$ cat config.mk
export PLATFORM = sky130hd
export DESIGN_NAME = fetch_stage
export DESIGN_NICKNAME = d
export VERILOG_FILES = /design/src/rtl/fetch_pkg.sv /design/src/rtl/pc_register.sv /design/src/rtl/fetch_stage.sv
export SDC_FILE = /design/constraint.sdc
export NUM_CORES = 1
export LEC_CHECK = 0
export CELL_PAD_IN_SITES_DETAIL_PLACEMENT = 1
export CELL_PAD_IN_SITES_GLOBAL_PLACEMENT = 1
export CORE_ASPECT_RATIO = 0.9
export CORE_MARGIN = 2
export CORE_UTILIZATION = 42
export CTS_CLUSTER_SIZE = 25
export DETAILED_ROUTE_END_ITERATION = 10
export PLACE_DENSITY = 0.88
export SLEW_MARGIN = 20
export SYNTH_ARGS = -nofsm -noshare
export SYNTH_HDL_FRONTEND = slang
export SYNTH_SLANG_ARGS = --single-unit
$ cat constraint.sdc
create_clock -name clk -period 13.9 [get_ports clk]
set_input_delay 3.475 -clock clk [delete_from_list [all_inputs] [get_ports clk]]
set_output_delay 3.475 -clock clk [all_outputs]
set_load 0.1 [all_outputs]
$ cat src/rtl/fetch_pkg.sv
// Shared constants and the IF/ID pipeline register layout for the fetch front end.
package fetch_pkg;

    localparam logic [31:0] RESET_PC_DEFAULT  = 32'h0000_0000;
    localparam logic [31:0] NOP_INSTR_DEFAULT = 32'h0000_0000;
    localparam logic [31:0] PC_INCR           = 32'd4;

    typedef struct packed {
        logic [31:0] instr;
        logic [31:0] pc;
        logic [31:0] pc_plus4;
        logic        valid;
    } if_id_t;

endpackage

$ cat src/rtl/pc_register.sv
// F1 program counter: async reset to RESET_PC, branch load, stall hold, else +4 (mod 2^32).
module pc_register
    import fetch_pkg::*;
#(
    parameter logic [31:0] RESET_PC = RESET_PC_DEFAULT
) (
    input  logic        clk,
    input  logic        rst,
    input  logic        stall,
    input  logic        branch_taken,
    input  logic [31:0] branch_target,
    output logic [31:0] pc_o
);

    logic [31:0] pc_d;
    logic [31:0] pc_q;

    // Branch wins over stall so a redirect is never lost while the pipe is held.
    always_comb begin
        pc_d = pc_q;
        if (branch_taken) begin
            pc_d = branch_target;
        end else if (!stall) begin
            pc_d = pc_q + PC_INCR;
        end
    end

    always_ff @(posedge clk or posedge rst) begin
        if (rst) begin
            pc_q <= RESET_PC;
        end else begin
            pc_q <= pc_d;
        end
    end

    assign pc_o = pc_q;

endmodule

$ cat src/rtl/fetch_stage.sv
// Two-stage instruction fetch (F1 address, F2 data) feeding the IF/ID register.
// Optional FETCH_PERF_CNT_EN adds fetch_count / bubble_count outputs.
module fetch_stage
    import fetch_pkg::*;
#(
    parameter logic [31:0] RESET_PC  = RESET_PC_DEFAULT,
    parameter logic [31:0] NOP_INSTR = NOP_INSTR_DEFAULT
) (
    input  logic        clk,
    input  logic        rst,
    input  logic        stall_f,
    input  logic        flush_d,
    input  logic        branch_taken,
    input  logic [31:0] branch_target,
    output logic [31:0] imem_addr,
    input  logic [31:0] imem_rdata,
    output logic [31:0] instr_d,
    output logic [31:0] pc_d,
    output logic [31:0] pc_plus4_d,
    output logic        valid_d
`ifdef FETCH_PERF_CNT_EN
    ,
    output logic [31:0] fetch_count,
    output logic [31:0] bubble_count
`endif
);

    logic [31:0] pc_f;
    logic [31:0] pc_f2_d, pc_f2_q;
    logic        valid_f2_d, valid_f2_q;
    logic [31:0] hold_buf_d, hold_buf_q;
    logic        hold_valid_d, hold_valid_q;
    if_id_t      if_id_d, if_id_q;
    logic [31:0] f2_instr;
    logic        load_if_id;

    pc_register #(
        .RESET_PC(RESET_PC)
    ) u_pc_register (
        .clk          (clk),
        .rst          (rst),
        .stall        (stall_f),
        .branch_taken (branch_taken),
        .branch_target(branch_target),
        .pc_o         (pc_f)
    );

    // The memory moves on to the next address while stalled, so the F2 word is parked in hold_buf.
    assign f2_instr = hold_valid_q ? hold_buf_q : imem_rdata;

    always_comb begin
        pc_f2_d      = pc_f2_q;
        valid_f2_d   = valid_f2_q;
        hold_buf_d   = hold_buf_q;
        hold_valid_d = hold_valid_q;
        if_id_d      = if_id_q;
        load_if_id   = 1'b0;

        if (branch_taken) begin
            valid_f2_d   = 1'b0;
            hold_valid_d = 1'b0;
            if_id_d      = '{instr: NOP_INSTR, pc: pc_f2_q, pc_plus4: pc_f2_q + PC_INCR, valid: 1'b0};
            load_if_id   = 1'b1;
        end else begin
            if (stall_f) begin
                if (!hold_valid_q) begin
                    hold_buf_d   = imem_rdata;
                    hold_valid_d = 1'b1;
                end
            end else begin
                pc_f2_d      = pc_f;
                valid_f2_d   = 1'b1;
                hold_valid_d = 1'b0;
            end

            if (flush_d) begin
                if_id_d    = '{instr: NOP_INSTR, pc: pc_f2_q, pc_plus4: pc_f2_q + PC_INCR, valid: 1'b0};
                load_if_id = 1'b1;
            end else if (!stall_f) begin
                if_id_d    = '{instr: valid_f2_q ? f2_instr : NOP_INSTR, pc: pc_f2_q,
                               pc_plus4: pc_f2_q + PC_INCR, valid: valid_f2_q};
                load_if_id = 1'b1;
            end
        end
    end

    always_ff @(posedge clk or posedge rst) begin
        if (rst) begin
            pc_f2_q      <= 32'h0;
            valid_f2_q   <= 1'b0;
            hold_buf_q   <= 32'h0;
            hold_valid_q <= 1'b0;
            if_id_q      <= '{instr: NOP_INSTR, pc: 32'h0, pc_plus4: 32'h0, valid: 1'b0};
        end else begin
            pc_f2_q      <= pc_f2_d;
            valid_f2_q   <= valid_f2_d;
            hold_buf_q   <= hold_buf_d;
            hold_valid_q <= hold_valid_d;
            if_id_q      <= if_id_d;
        end
    end

    assign imem_addr  = pc_f;
    assign instr_d    = if_id_q.instr;
    assign pc_d       = if_id_q.pc;
    assign pc_plus4_d = if_id_q.pc_plus4;
    assign valid_d    = if_id_q.valid;

`ifdef FETCH_PERF_CNT_EN
    logic [31:0] fetch_cnt_d, fetch_cnt_q;
    logic [31:0] bubble_cnt_d, bubble_cnt_q;

    always_comb begin
        fetch_cnt_d  = fetch_cnt_q;
        bubble_cnt_d = bubble_cnt_q;
        if (load_if_id) begin
            if (if_id_d.valid) begin
                fetch_cnt_d = fetch_cnt_q + 32'd1;
            end else begin
                bubble_cnt_d = bubble_cnt_q + 32'd1;
            end
        end
    end

    always_ff @(posedge clk or posedge rst) begin
        if (rst) begin
            fetch_cnt_q  <= 32'h0;
            bubble_cnt_q <= 32'h0;
        end else begin
            fetch_cnt_q  <= fetch_cnt_d;
            bubble_cnt_q <= bubble_cnt_d;
        end
    end

    assign fetch_count  = fetch_cnt_q;
    assign bubble_count = bubble_cnt_q;
`else
    logic unused_load;
    assign unused_load = load_if_id;
`endif

endmodule
==> out/results.txt, run 1 <==
Fill cells in the final layout number 2,150. The total number of vias was 6,649; the internal power component was 1.04 mW. The run finished with clean final reports. The tool flagged a number of max-cap violations equal to 0. Routability-driven placement finished with a final weighted congestion of 0.794. The post-detailed-route via-to-cell ratio was 5.39; the endpoint arrival time on the critical path was 2170 ps. From synthesis to final layout, the design area changed by 31.4%. The H-tree was split into 4 levels. The total non-filler cell area in the finished layout is 0.0113 sq mm. The footprint of the multi-input gates was 0.00352 sq mm; the remaining antenna violation count after routing was 0. The count of pins over their slew limit is 0, and the count of hold buffers inserted by post-cts repair is 0.

In this run, CTS created clock tree buffers numbering 17. Gate family responsible for the most delay along the worst path: buffers and inverters. The signal on the critical path passes through clkdlybuf4s50_1. The final count of negative-setup-slack endpoints came out at 0. Clock latency on the worst-skew pair, taken at its later pin, is 430 ps.

The overall fraction of global-route tracks in use was 23.4%; the top achievable clock speed was 177 MHz. The tools report the part of the total power dissipated in sequential elements as 40.0%. Measured along the x axis, the die boundary spans 155 um. The post-CTS setup buffer count was 0. After synthesis, the mean cell area works out to 10.9 sq um.

The net count of the mapped netlist is 860. Tracing the worst setup path back leads to its startpoint at u_pc_register.pc_o[14]$_DFFE_PP0N_. After global routing the overflow that remains totals 0. Of the synthesized area, sequential elements account for 56.4%.

Register area: 0.00483 sq mm. The antenna diode count came out at 0. The tools report the initial antenna violation count as 0.

For the pin with the worst max-slew slack, the measured transition is 1080 ps. The ratio of cells with drive above 1 in the final layout was 13.0%. The worst setup path is of the reg -> out kind. The first global-routing pass estimated 39.5 mm of wire. TritonCTS built the clock tree. The sum of negative setup slack was 0 ps. The master of the slowest instance on the critical path was clkdlybuf4s50_1.

For the area of the mapped netlist, the log shows 0.00857 sq mm. The Yosys step of the flow raised 0 warnings. Dividing the final minimum period by the clock period gives 40.6%.

Across the VDD grid, the largest voltage drop is 0.0852 mV. The number of buffer and inverter stages on the critical path was 1; the number of nets in the layout was 1,037. The critical path's largest stage delay is 1200 ps. The min-delay analysis places its worst path in the category reg -> reg. Summed over all cells, the static leakage comes to 4.74 nW.

The via count of the first global-routing pass was 7,024. The tools report the launch point of the worst reg-to-reg path as hold_valid_q$_DFF_PP0_. The run gives 9.54 ps as the clock tree skew after final layout. Hold timing on the final database bottoms out at a slack of 469 ps.

The area share of the leading cell type in the synthesized netlist is 56.4%. The clock passes through at most 2 buffers. The iteration-0 DRC count of the detailed router came out at 315. The initialized floorplan defines 49 standard-cell rows. Entering global routing, the biggest net connects 141 pins. In this run the most critical hold path is launched from pc_d[16]$_DFFE_PP0P_. The post-placement cell area came out at 0.0107 sq mm.

The overall die area was 0.0216 sq mm. Setup slack closes at 8260 ps. Setup slack on the worst reg-to-reg path comes out at 11,620 ps. Along the worst hold path, the cell count comes to 2.

Average routed wire per standard cell: 20.0 um. CTS placed an instance of clkbuf_16 at the clock tree root. The path with the worst hold slack has its endpoint at pc_d[16]$_DFFE_PP0P_. The fraction of power consumed by the clock network came out at 25.4%.

The DRC violation count after routing is 0. By area the synthesized netlist is led by dfrtp_1 56%, mux2_2 8.4%, nand2_1 8.2%. The initial core utilization is 42.9%.

The logs give 24.6 mm for the final wirelength and 45 for the number of distinct library cell variants in the gate-level netlist after synthesis. The first TritonRoute pass finished after 4 iterations. The number of buffers added on ports works out to 197. The clock transition time at the flip-flop clock pins of the worst setup and hold paths was 70 ps; the proportion of power drawn by combinational gates was 34.5%. The tools report the remaining max-slew budget at the tightest pin as 28.3%.

During I/O placement, the number of pins put on the boundary was 198. OpenSTA, run right after detailed placement, puts the worst setup slack at 7910 ps. In this run the critical register-to-register path is captured at hold_buf_q[29]$_DFFE_PP0P_. The vertical die dimension is 139 um, and the maximum net fanout on the critical path is 8.

The routed design could run at a clock period as short as 5640 ps. Net switching is 43.1% of the power. The synthesized design contains 193 register bits.

STA puts the critical path data required time at 10,430 ps. The analysis attributes to net switching a power of 0.786 mW. The floorplan step defined a core boundary enclosing 0.0200 sq mm. Power spread over the standard cell area amounts to 162 mW/mm^2. Detailed placement ended at an HPWL of 16.6 mm. The number of cells on the worst reg-to-reg path was 2. The kind of end point of the critical path was an output port. Counting every instance in the synthesized netlist gives 789.

Summed over all instances, the cell type with the most area after synthesis is dfrtp_1. The post-CTS resize count was 0. The critical path startpoint category is a flip-flop. Setup repair after global routing left no endpoint under its margin.

The clock net in this run drives a total of 193 sinks. For the number of hold violations in the final report, the log shows 0.
[power by group through the flow]
stage	combinational, mW	clock (mW)	sequential, mW
after global routing	0.652	0.497	0.742
after floorplan	0.128	0	1.05
final	0.630	0.464	0.730
after CTS	0.633	0.474	0.729
after detailed placement	0.627	0	0.737
after global placement	0.615	0	0.730
[flip-flops by register name, summed over array words and instances, names as in the netlist]
name / cells
pc_d: 32
hold_buf_q: 32
pc_plus4_d: 30
hold_valid_q: 1
u_pc_register.pc_o: 32
instr_d: 32
valid_d: 1
valid_f2_q: 1
pc_f2_q: 32
[metrics by stage]
step / utilization [%] / total power, mW / std cells
floorplan: - / 1.18 / 789
global placement: 53.5 / 1.35 / 1202
detailed placement: 53.5 / 1.36 / 1202
CTS: 56.3 / 1.84 / 1234
global route: 56.3 / 1.89 / 1234
finish: 56.3 / 1.82 / 1234
[layer usage]
layer	part of all wire [%]	wire length (um)	vias to the layer above	track usage, %
met5	0	0	-	0
li1	-	-	3033	-
met3	4.5	1120	33	4.42
met1	45	11100	3394	32.3
met4	2.3	561	0	6.77
met2	48	11900	189	37.8
[cell usage after synthesis (all sizes together)]
| master | count |
|---|---|
| nor2 | 24 |
| o21ai | 79 |
| a31oi | 2 |
| buf | 21 |
| dfrtp | 193 |
| nor2b | 1 |
| ha | 2 |
| xor2 | 30 |
| nor3 | 10 |
| nand2 | 188 |
| mux2 | 64 |
| and4 | 6 |
| clkbuf | 23 |
| nand3 | 16 |
| and3 | 7 |
| or2 | 1 |
| o21a | 1 |
| nand2b | 2 |
| inv | 7 |
| nand4b | 1 |
| and4b | 1 |
| and4bb | 1 |
| xnor2 | 23 |
| or4 | 1 |
| o31a | 1 |
| o211ai | 1 |
| a21oi | 16 |
| mux2i | 33 |
| or3 | 2 |
| and2 | 3 |
| nor4 | 7 |
| nand3b | 1 |
| nand4 | 21 |
[layout make-up]
class | instances | share of cell area [%]
sequential | 193 | 42.9
multi-input combinational | 545 | 31.3
timing repair buffer | 202 | 17.8
clock buffer | 17 | 3.78
tap | 255 | 2.83
clock inverter | 15 | 1.10
inverter | 7 | 0.300
[cell families after synthesis]
| group | after synthesis | synth area share (%) |
|---|---|---|
| AND/OR/NAND/NOR | 293 | 16.9 |
| adder cells (fa/ha/maj) | 2 | 0.292 |
| multiplexers | 97 | 12.3 |
| AO/OA/AOI/OAI | 100 | 5.97 |
| buffers and inverters | 51 | 2.80 |
| XOR/XNOR | 53 | 5.42 |
| flip-flops | 193 | 56.4 |
[placed cells by master (no fill, tap or decap), drive strengths merged, types with 2 or more instances in the layout]
cell type	instances
or3	2
clkbuf	17
nand2b	2
buf	6
o21ai	79
xnor2	23
and4	6
nor3	10
clkinvlp	3
inv	15
mux2i	33
dfrtp	193
ha	2
nor4	7
a31oi	2
nand3	16
a21oi	16
and3	7
mux2	64
xor2	30
and2	3
clkinv	4
clkdlybuf4s50	196
nand4	21
nand2	188
nor2	24
[how the worst max path moves through the flow]
stage / endpoint / slack [ps] / depth (start not counted)
floorplan: hold_buf_q[0]$_DFFE_PP0P_ / 5170 / 1
global placement: pc_plus4_d[13]$_DFFE_PP0P_ / 8010 / 5
detailed placement: pc_plus4_d[14]$_DFFE_PP0P_ / 7910 / 5
CTS: imem_addr[14] / 8230 / 1
global route: pc_plus4_d[24]$_DFFE_PP0P_ / 8180 / 5
finish: imem_addr[14] / 8260 / 1
(Power assumes the default switching activity.)
==> run 2: changes to the inputs <==
Settings changed: CORE_UTILIZATION 42 to 39, PLACE_DENSITY 0.88 to 0.83.
Clock period 13.9 ns to 5.9 ns, I/O delays scaled along.
==> run 2 against run 1 <==
Against the previous run:
- first-iteration DRC count increased by 0.95%
- combinational power increased by 140%
- sequential share of layout area decreased by 0.50 points
- critical path type unchanged
==> out/results.txt, run 2 (synthesis gave the netlist of run 1 again) <==
The run finished with clean final reports. Gates resized during post-CTS repair numbered 0. At the end of the flow the core is filled with cells to 52.8%. The launch instance of the worst min-delay path is pc_d[20]$_DFFE_PP0P_. Registers are responsible for 39.0% of the overall power. Clock tree synthesis selected as its root buffer the cell clkbuf_16. For this configuration, the core starts out at a cell density of 39.7%. Routability-driven placement finished with a final weighted congestion of 0.800. After clock tree synthesis, the clock-pin slew on the worst setup and hold paths is 80 ps. The path with the worst hold slack has its endpoint at pc_d[20]$_DFFE_PP0P_.

Launch point of the worst reg-to-reg path: u_pc_register.pc_o[2]$_DFFE_PP0N_. The clock network burns 27.3% of the power. The sum of negative setup slack is 0 ps, and the final critical-path share of the clock period is 62.6%.

The clock period minus final worst setup slack is 3690 ps. Once detail routing completed, the nets flagged for antenna violations numbered 0. For the worst setup path, the data arrival time is 2220 ps. The initialized floorplan defines 51 standard-cell rows. TritonCTS built the clock tree.

Proportion of power drawn by combinational gates: 33.7%. The run gives 1,039 as the number of nets in the layout. The run gives 1,272 as the final instance count without filler cells. The worst register-to-register path ends at u_pc_register.pc_o[30]$_DFFE_PP0N_. The initial antenna violation count is 0. In this run, the number of DRC markers left after iteration 0 of detailed routing was 318. The logs give 440 ps for the later-pin clock latency in the skew report and 4430 ps for the data required time of the critical path. The tools report the half-perimeter wire length of the detailed placement result as 16.6 mm.

On the critical path, the stage with the largest delay is an instance of clkdlybuf4s50_1. The number of buffer and inverter stages on the critical path works out to 1. The tools report the internal power component as 2.53 mW. The H-tree was split into 4 levels. For this design the total switching power over the nets is 1.88 mW. The path category of the worst min-delay check is reg -> reg. For the final database, setup skew stands at 9.83 ps.

The slew at the pin closest to its max-slew limit works out to 1100 ps. For the count of pins over their slew limit, the log shows 0. The total number of vias was 6,595. Compared with the post-synthesis result, the final layout area differs by 33.0%. Counting the fill cells in the layout gives 2,398. The final wirelength was 25.3 mm; the number of cells in the design after placement was 1,239.

The path length in cells of the critical path was 1; the total leakage power was 4.78 nW. Max-cap violations in this run came to 0. The worst setup path is captured at an output port. The core region is 0.0216 sq mm. The signal on the critical path passes through clkdlybuf4s50_1. Derived from the worst setup path, the maximum achievable clock frequency is 271 MHz. Cells with a size suffix above 1 make up 13.1% of the layout. Entering global routing, the biggest net connects 194 pins. The via count of the first global-routing pass was 6,977; the first-pass GRT wire length was 39.9 mm.

The tools report the remaining global-route overflow as 0. For this design the ratio of total power to cell area is 388 mW/mm^2. Dividing the detail-routed via count by the number of cells gives 5.18. Setup repair after global routing left no endpoint under its margin. The die is 145 um tall. The number of buffers between clock root and the deepest sink was 2; the maximum VDD drop was 0.165 mV. The clock buffer count from CTS was 17; the overall fraction of global-route tracks in use was 22.4%. In this design, the largest share of critical-path delay is due to buffers and inverters. Counting instances, the worst hold path has a depth of 2.

The number of hold violations in the final report was 0; the final count of negative-setup-slack endpoints was 0. In the layout the commonest cells are 196 x clkdlybuf4s50_1, 192 x dfrtp_1, 187 x nand2_1, 79 x o21ai_0, 64 x mux2_2. The most frequent standard cell in the layout excluding fill and tap cells is clkdlybuf4s50_1. In this design, the stage delay of the slowest critical-path cell is 1210 ps. The number of buffers added on ports works out to 197.

The repair_antennas step left the layout with diodes totalling 0. The floorplan step set the die width to 160 um. The pre-antenna-repair detailed-routing pass consisted of 4 iterations.

The number of cells on the worst reg-to-reg path is 6. The average routed wire per standard cell is 19.9 um. The critical path startpoint category was a flip-flop. In this run the register-to-register setup slack is 3810 ps. Of all nets on the critical path, the largest fanout is 8. The fraction of power spent switching nets is 42.6%, and the count of clock tree sinks is 193. The number of hold buffers added after CTS was 0. The overall die area was 0.0232 sq mm; the DRC violation count after routing was 0. The run gives 198 as the boundary pin count. Startpoint-to-endpoint class of the critical path: reg -> out. Buffers added to address setup during post-CTS repair amount to 0. In this run the tightest slew margin relative to its limit is 26.7%.
-- run 2: layout make-up --
type	instances	area (sq um)	area share (%)
Clock buffer	17	425	3.74
Clock inverter	15	174	1.53
Inverter	7	30.0	0.264
Multi-Input combinational cell	545	3510	30.8
Sequential cell	193	4830	42.4
Tap cell	291	364	3.20
Timing Repair Buffer	204	2050	18.0
-- run 2: how the worst max path moves through the flow --
| stage | slack, ps | start | end |
|---|---|---|---|
| floorplan | 1930 | rst | hold_buf_q[0]$_DFFE_PP0P_ |
| global placement | 2240 | stall_f | pc_plus4_d[18]$_DFFE_PP0P_ |
| detailed placement | 2060 | stall_f | pc_plus4_d[28]$_DFFE_PP0P_ |
| CTS | 2210 | u_pc_register.pc_o[14]$_DFFE_PP0N_ | imem_addr[14] |
| global route | 2170 | u_pc_register.pc_o[14]$_DFFE_PP0N_ | imem_addr[14] |
| finish | 2210 | u_pc_register.pc_o[14]$_DFFE_PP0N_ | imem_addr[14] |
-- run 2: power by group through the flow --
| stage | Combinational, mW | Clock, mW | Sequential [mW] |
|---|---|---|---|
| floorplan | 0.303 | 0 | 2.48 |
| detailed placement | 1.48 | 0 | 1.73 |
| CTS | 1.50 | 1.22 | 1.72 |
| global placement | 1.46 | 0 | 1.72 |
| finish | 1.49 | 1.21 | 1.72 |
| global route | 1.54 | 1.28 | 1.75 |
-- run 2: layer usage --
metal,up-vias,GRT usage (%),routed length [um]
met5,-,0,0
met3,34,4.42,1020
met4,0,6.35,476
li1,3042,-,-
met2,178,38.6,12400
met1,3341,29.0,11400
-- run 2: stage by stage --
| stage | instance area [sq um] | worst slack [ps] | power (mW) | hold slack [ps] |
|---|---|---|---|---|
| 6_report | 11400 | 2210 | 4.41 | 470 |
| 5_1_grt | 11400 | 2170 | 4.57 | 505 |
| 4_1_cts | 11400 | 2210 | 4.43 | 475 |
| 3_5_place_dp | 10800 | 2060 | 3.22 | 459 |
| 3_3_place_gp | 10800 | 2240 | 3.18 | 449 |
| 2_1_floorplan | 8570 | 1930 | 2.78 | 442 |
-- run 2: worst reg2reg max path, delay by kind of cell, from the launching register on --
| family | cells | cell delay, ps |
|---|---|---|
| simple gates | 5 | 1310 |
| flops | 1 | 510 |
| fa+ha+maj | 1 | 210 |
